### src/rtl/obi_axil_bridge.sv
// OBI data-port to AXI4-Lite bridge: one outstanding transaction, registered
// completion pulse, and an optional watchdog that forces an error completion.
module obi_axil_bridge #(
  parameter logic [15:0] TimeoutCycles = 16'd1023
) (
  input  logic        clk_i,
  input  logic        rst_ni,
  input  logic        data_req_i,
  output logic        data_gnt_o,
  input  logic        data_we_i,
  input  logic [3:0]  data_be_i,
  input  logic [31:0] data_addr_i,
  input  logic [31:0] data_wdata_i,
  output logic        data_rvalid_o,
  output logic [31:0] data_rdata_o,
  output logic        data_err_o,
  output logic        awvalid_o,
  input  logic        awready_i,
  output logic [31:0] awaddr_o,
  output logic        wvalid_o,
  input  logic        wready_i,
  output logic [31:0] wdata_o,
  output logic [3:0]  wstrb_o,
  input  logic        bvalid_i,
  output logic        bready_o,
  input  logic [1:0]  bresp_i,
  output logic        arvalid_o,
  input  logic        arready_i,
  output logic [31:0] araddr_o,
  input  logic        rvalid_i,
  output logic        rready_o,
  input  logic [31:0] rdata_i,
  input  logic [1:0]  rresp_i
);

  typedef enum logic [1:0] {IDLE, WRITE, READ} state_e;

  state_e      state_q, state_d;
  logic [31:0] addr_q, addr_d;
  logic [31:0] wdata_q, wdata_d;
  logic [3:0]  be_q, be_d;
  logic [15:0] cnt_q, cnt_d;
  logic        awvalid_q, awvalid_d;
  logic        wvalid_q, wvalid_d;
  logic        arvalid_q, arvalid_d;
  logic        b_done_q, b_done_d;
  logic        b_err_q, b_err_d;
  logic        rsp_vld_q, rsp_vld_d;
  logic        rsp_err_q, rsp_err_d;
  logic [31:0] rsp_rdata_q, rsp_rdata_d;

  logic aw_hs, w_hs, b_hs, ar_hs, r_hs, timeout;

  // SLVERR and DECERR both carry resp[1]; written over the full code.
  function automatic logic resp_err(input logic [1:0] resp);
    return (resp == 2'b10) || (resp == 2'b11);
  endfunction

  assign data_gnt_o    = data_req_i && (state_q == IDLE);
  assign bready_o      = (state_q != READ);
  assign rready_o      = (state_q != WRITE);
  assign awvalid_o     = awvalid_q;
  assign wvalid_o      = wvalid_q;
  assign arvalid_o     = arvalid_q;
  assign awaddr_o      = addr_q & 32'hFFFF_FFFC;
  assign araddr_o      = addr_q & 32'hFFFF_FFFC;
  assign wdata_o       = wdata_q;
  assign wstrb_o       = be_q;
  assign data_rvalid_o = rsp_vld_q;
  assign data_err_o    = rsp_err_q;
  assign data_rdata_o  = rsp_rdata_q;

  assign aw_hs   = awvalid_q && awready_i;
  assign w_hs    = wvalid_q && wready_i;
  assign b_hs    = bvalid_i && bready_o;
  assign ar_hs   = arvalid_q && arready_i;
  assign r_hs    = rvalid_i && rready_o;
  assign timeout = (TimeoutCycles != 16'd0) && (cnt_q == TimeoutCycles - 16'd1);

  always_comb begin
    state_d     = state_q;
    addr_d      = addr_q;
    wdata_d     = wdata_q;
    be_d        = be_q;
    cnt_d       = cnt_q;
    awvalid_d   = awvalid_q;
    wvalid_d    = wvalid_q;
    arvalid_d   = arvalid_q;
    b_done_d    = b_done_q;
    b_err_d     = b_err_q;
    rsp_vld_d   = 1'b0;
    rsp_err_d   = rsp_err_q;
    rsp_rdata_d = rsp_rdata_q;
    unique case (state_q)
      IDLE: begin
        if (data_req_i) begin
          addr_d    = data_addr_i;
          wdata_d   = data_wdata_i;
          be_d      = data_be_i;
          cnt_d     = 16'd0;
          awvalid_d = data_we_i;
          wvalid_d  = data_we_i;
          arvalid_d = !data_we_i;
          b_done_d  = 1'b0;
          b_err_d   = 1'b0;
          state_d   = data_we_i ? WRITE : READ;
        end
      end
      WRITE: begin
        cnt_d = cnt_q + 16'd1;
        if (aw_hs) awvalid_d = 1'b0;
        if (w_hs) wvalid_d = 1'b0;
        if (b_hs) begin
          b_done_d = 1'b1;
          b_err_d  = resp_err(bresp_i);
        end
        // A response may land before or alongside the address/data handshakes.
        if ((!awvalid_q || aw_hs) && (!wvalid_q || w_hs) && (b_done_q || b_hs)) begin
          state_d     = IDLE;
          rsp_vld_d   = 1'b1;
          rsp_err_d   = b_hs ? resp_err(bresp_i) : b_err_q;
          rsp_rdata_d = 32'h0;
        end else if (timeout) begin
          state_d     = IDLE;
          awvalid_d   = 1'b0;
          wvalid_d    = 1'b0;
          rsp_vld_d   = 1'b1;
          rsp_err_d   = 1'b1;
          rsp_rdata_d = 32'h0;
        end
      end
      READ: begin
        cnt_d = cnt_q + 16'd1;
        if (ar_hs) arvalid_d = 1'b0;
        if (r_hs) begin
          state_d     = IDLE;
          arvalid_d   = 1'b0;
          rsp_vld_d   = 1'b1;
          rsp_err_d   = resp_err(rresp_i);
          rsp_rdata_d = rdata_i;
        end else if (timeout) begin
          state_d     = IDLE;
          arvalid_d   = 1'b0;
          rsp_vld_d   = 1'b1;
          rsp_err_d   = 1'b1;
          rsp_rdata_d = 32'h0;
        end
      end
      default: state_d = IDLE;
    endcase
  end

  always_ff @(posedge clk_i or negedge rst_ni) begin
    if (!rst_ni) begin
      state_q     <= IDLE;
      addr_q      <= 32'h0;
      wdata_q     <= 32'h0;
      be_q        <= 4'h0;
      cnt_q       <= 16'd0;
      awvalid_q   <= 1'b0;
      wvalid_q    <= 1'b0;
      arvalid_q   <= 1'b0;
      b_done_q    <= 1'b0;
      b_err_q     <= 1'b0;
      rsp_vld_q   <= 1'b0;
      rsp_err_q   <= 1'b0;
      rsp_rdata_q <= 32'h0;
    end else begin
      state_q     <= state_d;
      addr_q      <= addr_d;
      wdata_q     <= wdata_d;
      be_q        <= be_d;
      cnt_q       <= cnt_d;
      awvalid_q   <= awvalid_d;
      wvalid_q    <= wvalid_d;
      arvalid_q   <= arvalid_d;
      b_done_q    <= b_done_d;
      b_err_q     <= b_err_d;
      rsp_vld_q   <= rsp_vld_d;
      rsp_err_q   <= rsp_err_d;
      rsp_rdata_q <= rsp_rdata_d;
    end
  end

endmodule

### config.mk
export PLATFORM = sky130hd
export DESIGN_NAME = obi_axil_bridge
export DESIGN_NICKNAME = d
export VERILOG_FILES = /design/src/rtl/obi_axil_bridge.sv
export SDC_FILE = /design/constraint.sdc
export NUM_CORES = 1
export LEC_CHECK = 0
export ABC_AREA = 1
export ABC_CLOCK_PERIOD_IN_PS = 1890
export CAP_MARGIN = 5
export CORE_MARGIN = 1.5
export CORE_UTILIZATION = 39
export CTS_CLUSTER_DIAMETER = 60
export CTS_CLUSTER_SIZE = 24
export DETAILED_ROUTE_END_ITERATION = 10
export GPL_ROUTABILITY_DRIVEN = 1
export HOLD_SLACK_MARGIN = 0.1
export PLACE_DENSITY = 0.82
export SLEW_MARGIN = 30
export SYNTH_ARGS = -nofsm -noshare
export SYNTH_HDL_FRONTEND = slang
export SYNTH_SLANG_ARGS = --single-unit
### constraint.sdc
create_clock -name clk_i -period 1.89 [get_ports clk_i]
set_input_delay 0.378 -clock clk_i [delete_from_list [all_inputs] [get_ports clk_i]]
set_output_delay 0.378 -clock clk_i [all_outputs]
set_load 0.02 [all_outputs]
==> impl_metrics.json <==
{
  "status": "complete, no violations",
  "leakage_nw": 4.47,
  "p_seq_share_pct": 28.9,
  "hp-class": "input port to async pin",
  "switchingPower_w": 0.00589,
  "pwr-share-clk_pct": 21.5,
  "gr-total-overflow": 0,
  "ir_worst_vdd_mv": 0.929,
  "place_area_um2": 8270,
  "final_cell_mix": "nand2_1 (261), clkdlybuf4s50_1 (237), dfrtp_1 (123), a21oi_1 (44), inv_1 (36)",
  "combPwrFrac_pct": 49.6,
  "grt_max_degree": 67,
  "maxCapViolCount": 0,
  "via_per_inst": 4.67,
  "htree_levels": 4,
  "clkSlewWorstSetupHoldPaths_ns": 0.06,
  "start_util_pct": 39.7,
  "design.core.area_um2": 14400,
  "cts_buffer_depth": 2,
  "endpoint_kind": "primary output",
  "die_x_um": 124,
  "path_buf_inv": 1,
  "io_pins": 253,
  "placed_cells": 1053,
  "finalHoldViolCount": 0,
  "cts-buffers-inserted": 17,
  "avgRoutedWirePerCell_um": 14.5,
  "nets": 1013,
  "crit_path_top_delay_cell": "clkdlybuf4s50_1",
  "fill_cells": 1237,
  "stdcell_area_um2": 8920,
  "syn_to_final_growth_pct": 55.8,
  "syn_area_per_cell_um2": 8.65,
  "core.rowCount": 44,
  "yosys_warnings": 0,
  "period_needed_ns": 1.84,
  "skew_ns": 0.00562,
  "gp_congestion": 0.900,
  "rsz0062_at_grt": "false",
  "cts.sinks": 123,
  "period_share_pct": 97.4,
  "syn-instance-count": 662,
  "power_density_nw_per_um2": 1680,
  "layout_commonest_cell": "nand2_1",
  "die_h_um": 124,
  "ys_types": 33,
  "stdcell_count": 1090,
  "grt_pass1_vias": 4950,
  "ant_nets": 0,
  "crit_chain": "clkdlybuf4s50_1",
  "worstMarginPinSlew_ns": 0.485,
  "finalSetupTns_ns": 0,
  "worstSkewPairLatency_ns": 0.41,
  "wirelength_mm": 15.8,
  "power.internal_w": 0.00911,
  "dr.pass1.iters": 4,
  "portBuffers": 244,
  "slew_headroom_pct": 67.3,
  "slowest_delay_ns": 0.65,
  "grt_antenna_before_repair": 0,
  "start_kind": "flop",
  "path_class": "flop to primary output",
  "drive_gt1_share_pct": 8.72,
  "max_freq_mhz": 543,
  "vias": 5086,
  "required_ns": 1.51,
  "die-area_um2": 15400,
  "root_buffer": "clkbuf_16",
  "crit_family": "buffers and inverters",
  "yosysSeqAreaShare_pct": 53.7,
  "ys_ff_latch": 123,
  "tritoncts": "built",
  "finalMaxSlewViolations": 0,
  "diodes": 0,
  "remaining_drc_errors": 0,
  "syn-cell-area_um2": 5730,
  "grt_pass1_wl_mm": 25.5,
  "track_usage_pct": 20.9,
  "drt_iter0_markers": 238,
  "power_w": 0.0150,
  "worst-path-max-fanout": 3,
  "setup_viol": 0,
  "arrival_ns": 1.46,
  "dp_hpwl_mm": 11.5,
  "rrSetupSlack_ns": 0.16,
  "swShare_pct": 39.2,
  "whs_ns": 0.476
}
-- cell usage after synthesis --
master    instances  area, um2
nand2_1         262        983
o22ai_1           1       6.26
a21oi_1          44        220
and3_1            1       6.26
inv_1            38        143
or2_2             1       6.26
nand2_2           5       31.3
and2_1            1       6.26
dfrtp_1         123       3080
nand4_1          14       87.6
nor2_1           27        101
a31oi_1           2       12.5
ha_1              6       75.1
a21o_1            1       7.51
a22oi_1           1       7.51
conb_1            1       3.75
nand3_2           2       20.0
nand3b_1          1       7.51
nand2_4           1       11.3
nor3_1            3       15.0
buf_2             6       30.0
buf_1             3       11.3
nand3_1          12       60.1
o21ai_0          15       75.1
clkbuf_1         11       41.3
buf_6             3       33.8
mux2i_1          32        320
buf_4            37        278
nor2_2            2       12.5
o31ai_1           1       7.51
nor2_4            1       11.3
o21a_1            1       7.51
inv_2             3       11.3
-- repair_timing --
| action | 4_1_cts | 5_1_grt |
|---|---|---|
| endpoints found under the setup margin | 4 | 5 |
| setup buffers | 0 | 5 |
| hold endpoints to repair | 27 | 0 |
| gates resized for setup | 12 | 6 |
| hold buffers | 1 | 0 |
-- final timing paths --
check | to | start | cells after the start
hold / removal | cnt_q[3] | rst_ni | 2
setup reg to reg | data_rdata_o[18] | state_q[0] | 10
setup / recovery | awaddr_o[13] | addr_q[13] | 1
hold reg to reg | wdata_o[13] | wdata_o[13] | 2
max in group asynchronous | addr_q[23] | rst_ni | 3
min in group clk_i | wdata_o[13] | wdata_o[13] | 2
-- through the flow --
stage               worst slack [ns]  utilization (%)
floorplan                      0.206                -
global placement              0.0692             57.3
detailed placement          0.000783             57.3
CTS                          0.00494             61.6
global route                 0.00689             61.9
finish                        0.0486             61.9
-- layer usage --
layer / vias to the layer above / part of all wire, % / global-route usage [%]
li1: 2531 / - / -
met1: 2320 / 43 / 26.1
met2: 209 / 46 / 32.7
met3: 26 / 7.9 / 7.50
met4: 0 / 2.7 / 8.86
met5: - / 0 / 0
-- area by class of cell --
| cell class | count | area (um2) | share of cell area [%] |
|---|---|---|---|
| clock buffer | 21 | 480 | 5.38 |
| clock inverter | 10 | 115 | 1.29 |
| timing repair buffer | 270 | 2730 | 30.6 |
| inverter | 41 | 156 | 1.75 |
| sequential | 123 | 3080 | 34.5 |
| multi-input combinational | 441 | 2130 | 23.9 |
| tap | 184 | 230 | 2.58 |
-- power groups by stage --
stage	logic (W)	clock network, W	registers, W
floorplan	0.00302	0	0.00537
global placement	0.00727	0	0.00433
detailed placement	0.00738	0	0.00434
CTS	0.00745	0.00330	0.00434
global route	0.00798	0.00343	0.00446
finish	0.00743	0.00323	0.00433
-- state kept, by name, indices dropped and copies added, names as in the netlist, 2 cells and up --
| register | count |
|---|---|
| cnt_q | 16 |
| addr_q | 30 |
| state_q | 2 |
| wdata_o | 32 |
| data_rdata_o | 32 |
| wstrb_o | 4 |
-- cells by family (layout without fill, tap and decap cells) --
group | count (synthesis) | after routing | share of synthesized area (%)
compound gates | 66 | 66 | 6.01
fa+ha+maj | 6 | 6 | 1.31
buf+inv | 101 | 342 | 9.57
flops | 123 | 123 | 53.7
mux | 32 | 32 | 5.59
other cells | 1 | 4 | 0.0655
simple gates | 333 | 333 | 23.7
No activity file was read; power rests on OpenSTA's default activity.
